## src/rtl/sfp_row_norm.sv

```systemverilog
// sfp_row_norm
// ------------
// Row normalizer for the special function processor (SFP) path. It takes one
// psum row of `col` signed lanes and adds up the magnitudes of the lanes. It
// then divides every lane by (abs-sum >> SHIFT), truncating toward zero, and
// returns the normalized row on a valid/ready output for write-back.
//
// Processing sequence:
//   IDLE : accept a row, latch the per-lane magnitude and sign
//   SUM  : form the abs-sum, clear the quotient and remainder registers
//   DIV  : restoring radix-2 division, one quotient bit per cycle, MSB first,
//          all lanes in parallel against one shared divisor
//   FIX  : restore the lane signs and raise out_valid
//   OUT  : hold the result until out_ready
// A zero divisor skips DIV. Its quotients are forced to 0 and out_dz is
// raised.
//
// Ports:
//   clk        rising-edge clock
//   reset      synchronous, active-low reset
//   in_data    input row; lane i = in_data[bw_psum*(i+1)-1 : bw_psum*i]
//   in_valid   in_data valid
//   in_ready   high while IDLE (combinational)
//   out_data   normalized row, same lane order
//   out_valid  out_data valid
//   out_ready  consumer accepts out_data
//   out_dz     divisor was zero for this row (qualified by out_valid)
//   sum_out    full abs-sum of the row (only with SFP_NORM_SUM_OUT_EN)
//
// Optional feature macro: SFP_NORM_SUM_OUT_EN adds the sum_out port.
module sfp_row_norm #(
  parameter int bw_psum = 20,
  parameter int col     = 8,
  parameter int SHIFT   = 7
) (
  input  logic                     clk,
  input  logic                     reset,
  input  logic [bw_psum*col-1:0]   in_data,
  input  logic                     in_valid,
  output logic                     in_ready,
  output logic [bw_psum*col-1:0]   out_data,
  output logic                     out_valid,
  input  logic                     out_ready,
  output logic                     out_dz
`ifdef SFP_NORM_SUM_OUT_EN
  ,
  output logic [bw_psum+3:0]       sum_out
`endif
);

  localparam int SW = bw_psum + 4;        // abs-sum width, safe for col <= 16
  localparam int CW = $clog2(bw_psum);    // iteration counter width

  typedef enum logic [2:0] {IDLE, SUM, DIV, FIX, OUT} state_t;

  state_t                   state_reg;
  logic [CW-1:0]            cnt_reg;
  logic [SW-1:0]            sum_reg;
  logic                     dz_reg;
  logic [col-1:0]           sign_reg;
  logic [bw_psum-1:0]       mag_reg [col];   // dividend, shifted out MSB first
  logic [bw_psum-1:0]       quo_reg [col];
  logic [SW-1:0]            rem_reg [col];
  logic [bw_psum*col-1:0]   out_data_reg;
  logic                     out_valid_reg;
  logic                     out_dz_reg;

  // The divisor keeps the full sum width. Its upper bits are constant zero,
  // and the extra width leaves no slice of the sum unused.
  logic [SW-1:0]            divisor;
  logic [SW-1:0]            sum_next;
  logic [bw_psum-1:0]       abs_in   [col];
  logic [SW-1:0]            rem_step [col];
  logic [col-1:0]           q_bit;
  logic [bw_psum-1:0]       fix_lane [col];

  assign divisor  = sum_reg >> SHIFT;
  assign in_ready = (state_reg == IDLE);

  always_comb begin
    sum_next = '0;
    for (int i = 0; i < col; i++) begin
      sum_next = sum_next + SW'(mag_reg[i]);
    end
  end

  generate
    for (genvar gi = 0; gi < col; gi++) begin : g_lane
      logic [bw_psum-1:0] lane_raw;
      logic [SW:0]        trial;

      assign lane_raw = in_data[gi*bw_psum +: bw_psum];
      // Unsigned magnitude, so the most negative value maps to 2^(bw_psum-1).
      assign abs_in[gi] = lane_raw[bw_psum-1] ? (~lane_raw + bw_psum'(1)) : lane_raw;

      // One restoring step: bring in the next dividend bit, then subtract
      // if it fits. The remainder stays below the divisor, so the
      // subtraction result always fits SW bits.
      assign trial        = {rem_reg[gi], mag_reg[gi][bw_psum-1]};
      assign q_bit[gi]    = (trial >= {1'b0, divisor});
      assign rem_step[gi] = q_bit[gi] ? (trial[SW-1:0] - divisor) : trial[SW-1:0];

      // The quotient magnitude never exceeds |x|, so negation cannot overflow.
      assign fix_lane[gi] = sign_reg[gi] ? (-quo_reg[gi]) : quo_reg[gi];
    end
  endgenerate

  always_ff @(posedge clk) begin
    if (!reset) begin
      state_reg     <= IDLE;
      cnt_reg       <= '0;
      sum_reg       <= '0;
      dz_reg        <= 1'b0;
      sign_reg      <= '0;
      out_data_reg  <= '0;
      out_valid_reg <= 1'b0;
      out_dz_reg    <= 1'b0;
      for (int i = 0; i < col; i++) begin
        mag_reg[i] <= '0;
        quo_reg[i] <= '0;
        rem_reg[i] <= '0;
      end
    end else begin
      case (state_reg)
        IDLE: begin
          if (in_valid) begin
            for (int i = 0; i < col; i++) begin
              mag_reg[i]  <= abs_in[i];
              sign_reg[i] <= in_data[i*bw_psum + bw_psum - 1];
            end
            state_reg <= SUM;
          end
        end

        SUM: begin
          sum_reg <= sum_next;
          dz_reg  <= 1'b0;
          cnt_reg <= '0;
          for (int i = 0; i < col; i++) begin
            quo_reg[i] <= '0;
            rem_reg[i] <= '0;
          end
          state_reg <= DIV;
        end

        DIV: begin
          if (divisor == '0) begin
            dz_reg <= 1'b1;
            for (int i = 0; i < col; i++) begin
              quo_reg[i] <= '0;
            end
            state_reg <= FIX;
          end else begin
            for (int i = 0; i < col; i++) begin
              rem_reg[i] <= rem_step[i];
              quo_reg[i] <= {quo_reg[i][bw_psum-2:0], q_bit[i]};
              mag_reg[i] <= mag_reg[i] << 1;
            end
            if (cnt_reg == CW'(bw_psum - 1)) begin
              cnt_reg   <= '0;
              state_reg <= FIX;
            end else begin
              cnt_reg <= cnt_reg + CW'(1);
            end
          end
        end

        FIX: begin
          for (int i = 0; i < col; i++) begin
            out_data_reg[i*bw_psum +: bw_psum] <= fix_lane[i];
          end
          out_dz_reg    <= dz_reg;
          out_valid_reg <= 1'b1;
          state_reg     <= OUT;
        end

        OUT: begin
          if (out_ready) begin
            out_valid_reg <= 1'b0;
            state_reg     <= IDLE;
          end
        end

        default: state_reg <= IDLE;
      endcase
    end
  end

  assign out_data  = out_data_reg;
  assign out_valid = out_valid_reg;
  assign out_dz    = out_dz_reg;

`ifdef SFP_NORM_SUM_OUT_EN
  // sum_reg is written only in SUM, so it stays valid through OUT.
  assign sum_out = sum_reg;
`endif

endmodule

```

## config.mk

```make
export PLATFORM = sky130hd
export DESIGN_NAME = sfp_row_norm
export DESIGN_NICKNAME = d
export VERILOG_FILES = /design/src/rtl/sfp_row_norm.sv
export SDC_FILE = /design/constraint.sdc
export NUM_CORES = 2
export LEC_CHECK = 0
export CAP_MARGIN = 0
export CELL_PAD_IN_SITES_DETAIL_PLACEMENT = 2
export CELL_PAD_IN_SITES_GLOBAL_PLACEMENT = 2
export CORE_ASPECT_RATIO = 1.25
export CORE_MARGIN = 4
export CORE_UTILIZATION = 33
export DETAILED_ROUTE_END_ITERATION = 10
export GPL_TIMING_DRIVEN = 0
export PLACE_DENSITY_LB_ADDON = 0.1
export SLEW_MARGIN = 15
export SYNTH_ARGS = -nofsm -noshare
export SYNTH_HDL_FRONTEND = slang
export SYNTH_SLANG_ARGS = --single-unit
```

## constraint.sdc

```tcl
create_clock -name clk -period 4.4 [get_ports clk]
set_input_delay 0.88 -clock clk [delete_from_list [all_inputs] [get_ports clk]]
set_output_delay 0.88 -clock clk [all_outputs]
set_load 0.1 [all_outputs]
```

==> flow_metrics.py <==
metrics = {
    "clock_network": {
        "htree_levels": 3,
        "cts_buffers": 85,
        "cts_tree": "built",
        "clock-sinks": 707,
        "clk_latency_ps": 690,
        "cts_root_buf": "clkbuf_16",
        "clk_path_buf_depth": 3,
        "clk_pin_slew_ps": 60,
    },
    "finish": {
        "largest_reg_flops": 192,
        "drive_gt1_share_pct": 5.80,
        "area_growth_pct": 20.0,
        "final_cells": 6963,
        "fin_nets": 5593,
        "fillers": 14500,
        "final_cell_mix": "nand2_1, edfxtp_1, o21ai_0",
        "final_common_cell": "nand2_1",
    },
    "floorplan": {
        "die_y_um": 418,
        "fp-row-count": 150,
        "ios": 327,
        "die-area_um2": 141000,
        "die_w_um": 336,
        "core_um2": 134000,
        "initial_core_util_pct": 33.2,
    },
    "timing": {
        "rsz0062_at_grt": "yes",
        "clock_skew_ps": 34.0,
        "holdWs_ps": 466,
        "worst_slew_pin_slew_ps": 1210,
        "fmax_mhz": 217,
        "setup_slack_ps": -215,
        "setup_viol": 10,
        "final_hold_viol_count": 0,
        "finalCriticalPeriod_ps": 4610,
        "slew_headroom_pct": 19.6,
        "slew_violations": 0,
        "post-route-period-util_pct": 105,
    },
    "synthesis": {
        "synth_top_area_cell": "edfxtp_1",
        "avgSynthCellArea_um2": 9.45,
        "seq_area_frac_synth_pct": 42.3,
        "ys.flop_type": "edfxtp_1",
        "yosys_warnings": 0,
        "ys_types": 82,
        "netlist_instances": 4700,
        "synth_top_area_share_pct": 31.4,
        "synthesis.nets": 5156,
        "synth_area_um2": 44400,
        "synth_area_leaders": "edfxtp_1, dfxtp_1, fa_1, xor2_1, ha_1",
        "postSynth.asyncResetShare_pct": 0,
        "synth.ff_latch_count": 707,
        "synth_edf_count": 464,
    },
    "placed_design": {
        "dp.final_hpwl_um": 130000,
        "place.gp.congestion": 0.830,
        "dp_cells": 6778,
        "io_buffers": 322,
    },
    "setup_path": {
        "endpoint_kind": "flop",
        "crit_path_max_incr_delay_ps": 580,
        "start_kind": "flop",
        "timing.critical_path.buf_inv": 4,
        "crit_required_ps": 4930,
        "crit_fanout": 3,
        "crit_family": "adder cells",
        "cp.arrival_ps": 5140,
        "critical_path_class": "reg -> reg",
        "slowest_stage": "fa_1",
        "path_cells": "fa_1 > inv_1 > fa_1 > inv_1 > fa_1 > inv_1 > fa_1 > inv_1 > ha_2 > a2111oi_4 > o21ai_1 > o21ai_0 > a21bo_2 > a221o_1 > mux2i_1 > o311ai_1",
    },
    "job": {
        "drv_cap": 0,
    },
    "pwr": {
        "p_leak_nw": 21.5,
        "ir_drop_v": 0.000814,
        "seqPwrFrac_pct": 23.5,
        "intPower_mw": 21.3,
        "total_power_mw": 37.8,
        "swShare_pct": 43.7,
        "p_clk_share_pct": 18.6,
        "p_comb_share_pct": 57.9,
        "p_sw_mw": 16.5,
        "power.density_nw_per_um2": 709,
    },
    "global_routing": {
        "grt_pass1_vias": 40900,
        "grt_overflow_total": 0,
        "grt_max_degree": 58,
        "grt_pass1_wl_um": 253000,
        "track_usage_pct": 23.6,
        "antenna_found_initial": 21,
    },
    "route": {
        "drc": 0,
        "ant_nets": 0,
        "vias": 37500,
        "drtIter0Drc": 1837,
        "wl_um": 169000,
        "wl_per_cell_um": 24.2,
        "firstDrtPassIters": 5,
        "via_per_inst": 5.38,
    },
    "worst_hold_path": {
        "worstHoldPathType": "reg -> reg",
    },
    "status": {
        "violations": "negative setup slack",
        "status": "finished, violations left",
    },
}
[synth_stat cells, drive strengths merged (65+ instances only)]
cell type	instances
and2	91
nand2	554
fa	125
xnor2	169
o21ai	372
mux2i	67
o31ai	69
dfxtp	243
nand3	81
clkbuf	200
inv	358
o22ai	129
a21oi	191
and3	139
nor2	290
ha	167
or3	65
edfxtp	464
xor2	244
[power groups by stage]
stage	clock (mW)	combinational, mW	sequential (mW)
floorplan	0	12.4	9.14
global placement	0	17.5	9.03
detailed placement	0	18.1	9.01
CTS	7.22	20.8	8.89
global route	7.47	24.0	9.00
finish	7.03	21.9	8.89
[cell type report]
cell class	count	area [um2]	area share, %
Buffer	219	872	1.64
Inverter	358	1370	2.56
Clock buffer	116	2370	4.44
Antenna cell	9	22.5	0.0422
Sequential cell	707	18800	35.3
Timing Repair Buffer	350	3560	6.67
Multi-Input combinational cell	3416	23800	44.7
Clock inverter	40	324	0.608
Tap cell	1748	2190	4.10
[repair_timing]
action,CTS,global route
setup endpoints to repair,240,198
pin swaps,52,22
hold buffers,0,0
gates cloned,0,0
setup buffers,14,7
gates resized for setup,76,37
[per-layer routing]
layer  up-vias  GRT usage (%)  wire length (um)
met5         -              0                54
met4        10           7.75              5570
met3       211           3.09              7490
met2       643           42.9             84800
met1     19100           28.7             70600
li1      17600              -                 -
[logic make-up after synthesis]
family	synth area share, %
DFF	42.3
buffers and inverters	4.91
xor gates and xnor gates	8.14
AOI/OAI and AO/OA	15.8
adders and majority gates	10.3
and+or+nand+nor	17.0
muxes	1.51
[worst paths after layout]
| path | start | end | slack [ps] | cells past startpoint |
|---|---|---|---|---|
| max | mag_reg[0][16] | sum_reg[21] | -210 | 16 |
| min | out_data[157] | out_data[157] | 470 | 2 |
| max reg2reg | mag_reg[0][16] | sum_reg[21] | -210 | 16 |
| min reg2reg | out_data[157] | out_data[157] | 470 | 2 |
[stage by stage]
stage	worst slack, ps	TNS [ps]	cell area [um2]	util (%)
after floorplan	12.3	0	44500	-
after global placement	-2330	-731800	49900	37.3
after global routing	-394	-3180	53300	39.8
after detailed placement	-1120	-166110	50100	37.4
final	-215	-1120	53300	39.8
after CTS	-216	-639	53100	39.7
[worst min-delay path, delay by kind of cell, from the launching register on]
kind / cells / cell delay, ps
flops: 1 / 320
compound gates: 1 / 50
simple gates: 1 / 50
Note: power is estimated with default switching activity, not from simulation.
